**src/rtl/if_fetch_ctrl.sv**
```systemverilog
// rtl/if_fetch_ctrl.sv - fetch-stage controller: PC register, IMEM address, IF/ID register, boot hold and halt detect
module if_fetch_ctrl #(
  parameter int          IMEM_BYTES  = 192,
  parameter int          BOOT_CYCLES = 2,
  parameter int          HALT_EN     = 1,
  parameter logic [31:0] HALT_WORD   = 32'hEAFFFFFF
) (
  input  logic        clk,
  input  logic        rst,
  input  logic        freeze,
  input  logic        branch_taken,
  input  logic [31:0] branch_addr,
  output logic [31:0] pc_out,
  input  logic [31:0] instr_in,
  output logic [31:0] id_pc,
  output logic [31:0] id_instr,
  output logic        id_valid,
  output logic        halted
);

  localparam logic [1:0]  ST_BOOT   = 2'd0;
  localparam logic [1:0]  ST_RUN    = 2'd1;
  localparam logic [1:0]  ST_HALT   = 2'd2;
  localparam logic [31:0] IMEM_SIZE = 32'(IMEM_BYTES);
  localparam logic [3:0]  BOOT_LAST = 4'(BOOT_CYCLES);

  logic [1:0]  state;
  logic [3:0]  boot_cnt;
  logic [31:0] pc_inc;
  logic [31:0] pc_seq;
  logic [31:0] br_target;
  logic        run_now;
  logic        is_halt_word;

  assign pc_inc       = pc_out + 32'd4;
  assign pc_seq       = (pc_inc >= IMEM_SIZE) ? 32'd0 : pc_inc;
  assign br_target    = {branch_addr[31:2], 2'b00} % IMEM_SIZE;
  assign is_halt_word = (HALT_EN != 0) && (instr_in == HALT_WORD);

  // The edge that completes the boot count already behaves as a RUN edge,
  // so BOOT_CYCLES=0 fetches on the very first edge after reset release.
  assign run_now = (state == ST_RUN) || ((state == ST_BOOT) && (boot_cnt == BOOT_LAST));

  always_ff @(posedge clk) begin
    if (!rst) begin
      state    <= ST_BOOT;
      boot_cnt <= 4'd0;
      pc_out   <= 32'd0;
      id_pc    <= 32'd0;
      id_instr <= 32'd0;
      id_valid <= 1'b0;
      halted   <= 1'b0;
    end else if (run_now) begin
      state <= ST_RUN;
      if (branch_taken) begin
        pc_out   <= br_target;
        id_pc    <= 32'd0;
        id_instr <= 32'd0;
        id_valid <= 1'b0;
      end else if (!freeze) begin
        id_pc    <= pc_inc;
        id_instr <= instr_in;
        id_valid <= 1'b1;
        // The terminal self-loop word is delivered to ID but the PC parks on it.
        if (is_halt_word) begin
          state  <= ST_HALT;
          halted <= 1'b1;
        end else begin
          pc_out <= pc_seq;
        end
      end
    end else if (state == ST_BOOT) begin
      boot_cnt <= boot_cnt + 4'd1;
      pc_out   <= 32'd0;
      id_pc    <= 32'd0;
      id_instr <= 32'd0;
      id_valid <= 1'b0;
    end else begin
      halted   <= 1'b1;
      id_pc    <= 32'd0;
      id_instr <= 32'd0;
      id_valid <= 1'b0;
    end
  end

endmodule

```
**config.mk**
```make
export PLATFORM = sky130hd
export DESIGN_NAME = if_fetch_ctrl
export DESIGN_NICKNAME = d
export VERILOG_FILES = /design/src/rtl/if_fetch_ctrl.sv
export SDC_FILE = /design/constraint.sdc
export NUM_CORES = 1
export LEC_CHECK = 0
export ABC_AREA = 1
export CAP_MARGIN = 15
export CORE_ASPECT_RATIO = 1.25
export CORE_MARGIN = 2
export CORE_UTILIZATION = 47
export CTS_CLUSTER_DIAMETER = 200
export DETAILED_ROUTE_END_ITERATION = 10
export GPL_TIMING_DRIVEN = 0
export PLACE_DENSITY = 0.9
export SLEW_MARGIN = 20
export SYNTH_ARGS = -nofsm -noshare
export SYNTH_HDL_FRONTEND = slang
export SYNTH_SLANG_ARGS = --single-unit
```
**constraint.sdc**
```tcl
create_clock -name clk -period 7.44 [get_ports clk]
set_input_delay 1.116 -clock clk [delete_from_list [all_inputs] [get_ports clk]]
set_output_delay 1.116 -clock clk [all_outputs]
set_load 0.05 [all_outputs]
```
## After elaboration in Yosys (flattened, before gate mapping)

Cells that the tools add are included.

- Register bits after elaboration: 104
- Input port bits: 68
- Output and inout bits: 98
- Word-level logic and storage cells: 44

- Add/subtract/negate cells: 2
- Divide/modulo/power cells: 1
- Magnitude comparators: 1
- Eq/ne operators: 9
- Mux-type cells: 14
- Bitwise logic cells: 2
- Reductions and logical operators: 8

Operators with widths:

| cell | number |
|---|---|
| $mux 32 | 6 |
| $add 32x3->32 const B | 1 |
| $eq 32x32->1 const B | 1 |
| $ge 32x8->1 const B | 1 |
| $mod 32x8->32 const B | 1 |
| $mux 2 | 3 |
| $ne 2x2->1 const B | 3 |
| $ne 3x3->1 const B | 2 |
| $mux 1 | 5 |
| $add 4x1->4 const B | 1 |
| $eq 4x2->1 const B | 1 |
| $reduce_and 4->1 | 1 |
| $reduce_and 3->1 | 1 |
| $reduce_or 3->1 | 1 |
| $eq 2x1->1 const B | 1 |
| $logic_not 2->1 | 1 |
| $ne 2x1->1 const B | 1 |
| $not 1->1 | 2 |
| $reduce_and 2->1 | 1 |
| $reduce_bool 2->1 | 1 |
| $logic_and 1x1->1 | 1 |
| $logic_or 1x1->1 | 1 |

## Longest topological paths before layout

- Depth in word-level cells: 7
- Mapped depth: 70

## Worst setup path before layout

OpenSTA, ideal clock, no wires.

- Path type: input to register
- Start: input branch_addr[30]
- End: register pc_out[6]
- Arrival: 6.060 ns
- Path slack: 1.313 ns
- Cell stages on the path: 61
- Cells stage by stage: inv_1 > nand2_2 > o21ai_1 > nand2_1 > nand2_1 > nand2_1 > nand3_1 > nand2_1 > nand2_1 > nand2_2 > o21ai_2 > nand2_1 > o21ai_1 > nand2_1 > o21ai_1 > nand2_1 > inv_1 > nor2_1 > [... 25 more ...] > nand2_1 > nand2_1 > o21ai_1 > nand2_1 > inv_1 > o21ai_2 > nand3_2 > nand2_1 > nand2_1 > nand2_2 > o21ai_1 > nand2_1 > inv_1 > o21bai_1 > nand2_1 > nand2_1 > nand2_1 > a21oi_2

- Longest elaborated chain between the ends: 3

Ends and longest elaborated chain:

| element | RTL line | source |
|---|---|---|
| start: declaration | 12 | `input logic [31:0] branch_addr,` |
| $mod 32x8->32 | 37 | `assign br_target = {branch_addr[31:2], 2'b00} % IMEM_SIZE;` |
| $mux 32 | 55 | `if (branch_taken) begin` |
| $mux 32 | 53 | `end else if (run_now) begin` |
| end signal: assignment | 56 | `pc_out <= br_target;` |
| end signal: assignment | 69 | `pc_out <= pc_seq;` |
| end: declaration | 13 | `output logic [31:0] pc_out,` |

Every way passes these cells.
A chain may end at the register's enable or synchronous reset.

## Final worst setup path

Same ends and word-level chain as after synthesis.

==> impl_summary.log <==
[metrics] outcome: completed
[metrics] TritonCTS Buffers: 9
[metrics] power per unit of standard cell area: 212 nW/um2
[metrics] TritonCTS clock tree: built
[metrics] pre-CTS setup slack: 158 ps
[metrics] Max transition margin: 61.6%
[metrics] CTS hold repair buffers: 0
[metrics] Worst EP required: 7660 ps
[metrics] period utilization: 92.4%
[metrics] routed via count divided by cell count: 5.16
[metrics] Leakage Power: 3.20 nW
[metrics] residual antenna-violating net count after detailed routing: 0
[metrics] leading post-synthesis cells by instance count: nand2_1, inv_1, dfxtp_1
[metrics] number of distinct library cells after synthesis: 36
[metrics] number of clock sinks seen by CTS: 100
[metrics] leading cell types by total area after synthesis: dfxtp_1, nand2_1, inv_1, a21oi_1, nor2_1
[metrics] number of synthesized flops with an enable pin: 0
[metrics] Buffers on Ports: 159
[metrics] all-layer global routing usage: 24.0%
[metrics] die width: 98.5 um
[metrics] DR pass1 iterations: 5
[metrics] origin of the critical flop-to-flop path: pc_out[2]$_SDFFE_PN0P_
[metrics] count of endpoints failing setup in the final report: 0
[metrics] initial cell density of the core: 47.8%
[metrics] Clock Path Buffers: 2
[metrics] capturing element of the worst setup path: pc_out[6]$_SDFFE_PN0P_
[metrics] longest individual stage delay on the worst path: 180 ps
[metrics] area added between synthesis and finish: 43.5%
[metrics] standard cell core area: 11000 um2
[metrics] CTS H-tree lvls: 3
[metrics] element type at the critical path end: flip-flop
[metrics] Avg Cell Area, Syn: 6.65 um2
[metrics] std cell rows: 43
[metrics] maximum fanout encountered on the critical timing path: 4
[metrics] fraction of layout cells with a size suffix above 1: 10.6%
[metrics] number of nets in the finished design: 1037
[metrics] Worst R2R Setup Slack: 2710 ps
[metrics] final routed wirelength across all metal layers: 15.0 mm
[metrics] Worst-Margin Slew: 575 ps
[metrics] Main synth FF type: dfxtp_1
[metrics] global-route wire length before repair: 23.5 mm
[metrics] top cell type's share of synthesized area: 38.2%
[metrics] register area share after synthesis: 38.2%
[metrics] Seq cells post-synth: 100
[metrics] arrival time reported for the critical path endpoint: 7100 ps
[metrics] half-perimeter wire length after placement: 11.5 mm
[metrics] cell with the largest stage delay on the worst path: o21ai_2
[metrics] most frequent cell on the critical path: nand2_1
[metrics] cell count after synthesis: 789
[metrics] vertical die dimension: 122 um
[metrics] fraction of registers with async set/reset: 0%
[metrics] CP Launch Point: branch_addr[30]
[metrics] endpoints failing hold: 0
[metrics] via count: 5699
[metrics] Warnings, synthesis: 0
[metrics] startpoint-to-endpoint class of the critical path: input pin to flip-flop
[metrics] crit path launch type: input pin
[metrics] max-capacitance violation count: 0
[metrics] clock slew at reported path FFs: 70 ps
[metrics] dpl cells: 1086
[metrics] least setup slack across all paths after layout: 569 ps
[metrics] cell type with the highest aggregate area in the netlist: dfxtp_1
[metrics] final weighted congestion in routability-driven placement: 0.863
[metrics] unrepaired setup endpoints after global routing: yes
[metrics] area of the mapped netlist: 5240 um2
[metrics] post-route DRC violation count: 0
[metrics] most numerous cell in the Yosys netlist: nand2_1
[metrics] cell chosen for the clock root: clkbuf_16
[metrics] initial antenna violation count: 0
[metrics] number of diodes: 0
[metrics] Min-Delay Path Class: flip-flop to flip-flop
[metrics] Final Instance Count excl. Fillers: 1105
[metrics] Fin Clk Skew: 9.02 ps
[metrics] Die Footprint: 12000 um2
[metrics] depth of the worst register-to-register path: 25
[metrics] worst r2r dst: pc_out[6]$_SDFFE_PN0P_
[metrics] wire length per cell after detailed routing: 13.6 um
[metrics] First DRT Iteration DRCs: 253
[metrics] vias in the first global route: 5336
[metrics] top-level port count: 166
[metrics] max-slew violation total from the final report: 0
[metrics] worst IR drop on VDD: 143 uV
[metrics] maximum clock frequency: 146 MHz
[metrics] crit path time final: 6870 ps
[metrics] GRT overflow: 0
[metrics] Skew-Pair Late Insertion Delay: 350 ps
[metrics] pin count of the biggest net entering global routing: 17
==> worst max-delay path, delay by kind of cell <==
family | cells | cell delay (ps)
AOI/OAI and AO/OA | 17 | 2180
buffers and inverters | 8 | 670
and+or+nand+nor | 37 | 3140
==> registers in the layout, indices dropped and copies added (netlist names) <==
register / cells
boot_cnt: 4
halted: 1
id_instr: 32
id_pc: 30
id_valid: 1
pc_out: 30
state: 2
==> cell type report <==
class	instances	area, um2
multi-input cells	540	2840
inverters	123	462
plain buffers	29	136
clock buffers	11	233
clock inverters	5	60.1
fillers	865	3450
repair buffers	162	1620
flip-flops and latches	100	2000
well taps	135	169
==> how the worst min path moves through the flow <==
stage / startpoint / endpoint / slack [ps] / depth (start not counted)
after floorplan: boot_cnt[3]$_SDFFE_PN0P_ / boot_cnt[3]$_SDFFE_PN0P_ / 440 / 2
after global placement: halted$_SDFFE_PN0P_ / halted$_SDFFE_PN0P_ / 440 / 2
after detailed placement: halted$_SDFFE_PN0P_ / halted$_SDFFE_PN0P_ / 450 / 2
after CTS: halted$_SDFFE_PN0P_ / halted$_SDFFE_PN0P_ / 460 / 2
after global routing: id_instr[29]$_SDFFE_PP0N_ / id_instr[29]$_SDFFE_PP0N_ / 480 / 2
final: halted$_SDFFE_PN0P_ / halted$_SDFFE_PN0P_ / 460 / 2
==> logic make-up after synthesis <==
family / share of synthesized area [%]
xor gates and xnor gates: 4.01
and+or+nand+nor: 29.8
DFF: 38.2
buffers and inverters: 11.4
adders and majority gates: 0.954
AOI/OAI and AO/OA: 15.6
other: 0.0715
==> stage by stage <==
stage / utilization, % / instance area, um2 / setup TNS [ps] / total power, mW / hold slack (ps)
after floorplan: - / 5260 / 0 / 0.947 / 443
after global placement: 63.9 / 7020 / 0 / 1.08 / 440
after detailed placement: 63.9 / 7020 / 0 / 1.10 / 453
after CTS: 66.6 / 7310 / 0 / 1.56 / 463
after global routing: 68.5 / 7520 / -356 / 1.68 / 483
final: 68.5 / 7520 / 0 / 1.60 / 459
==> where the power goes <==
group / leakage, nW / internal (mW) / total [mW] / switching [mW]
Combinational: 2.25 / 0.191 / 0.539 / 0.348
Clock: 0.141 / 0.263 / 0.467 / 0.204
Sequential: 0.809 / 0.568 / 0.591 / 0.0234
==> cell usage in the layout (no fill, tap or decap), types with 3 or more instances in the layout <==
cell and count:
ha_1 4, xor2_1 22, clkbuf_1 24, buf_4 7, nand4_1 7, o21ai_1 9
conb_1 4, nand2_1 139, o21ai_0 29, inv_2 3, nor3_1 34, o211ai_1 3
nor2_1 90, inv_1 119, clkbuf_16 9, clkdlybuf4s50_1 155, dfxtp_1 100, a221oi_1 4
nand2_2 29, a21oi_1 71, dlymetal6s2s_1 4, a21oi_2 7, o21ai_2 17, nand3_1 31
nor4_1 8, nand3_2 19
==> repair_timing <==
action                     CTS  global route
setup buffers                0             3
resized for setup            0            55
setup endpoints to repair    0             2
==> per-layer routing <==
layer | up-vias | GRT usage [%] | part of all wire [%]
li1 | 2886 | - | -
met1 | 2567 | 25.2 | 38
met2 | 218 | 45.8 | 52
met3 | 28 | 5.85 | 7.5
met4 | 0 | 9.25 | 2.3
met5 | - | 0 | 0
(Power assumes the default switching activity.)
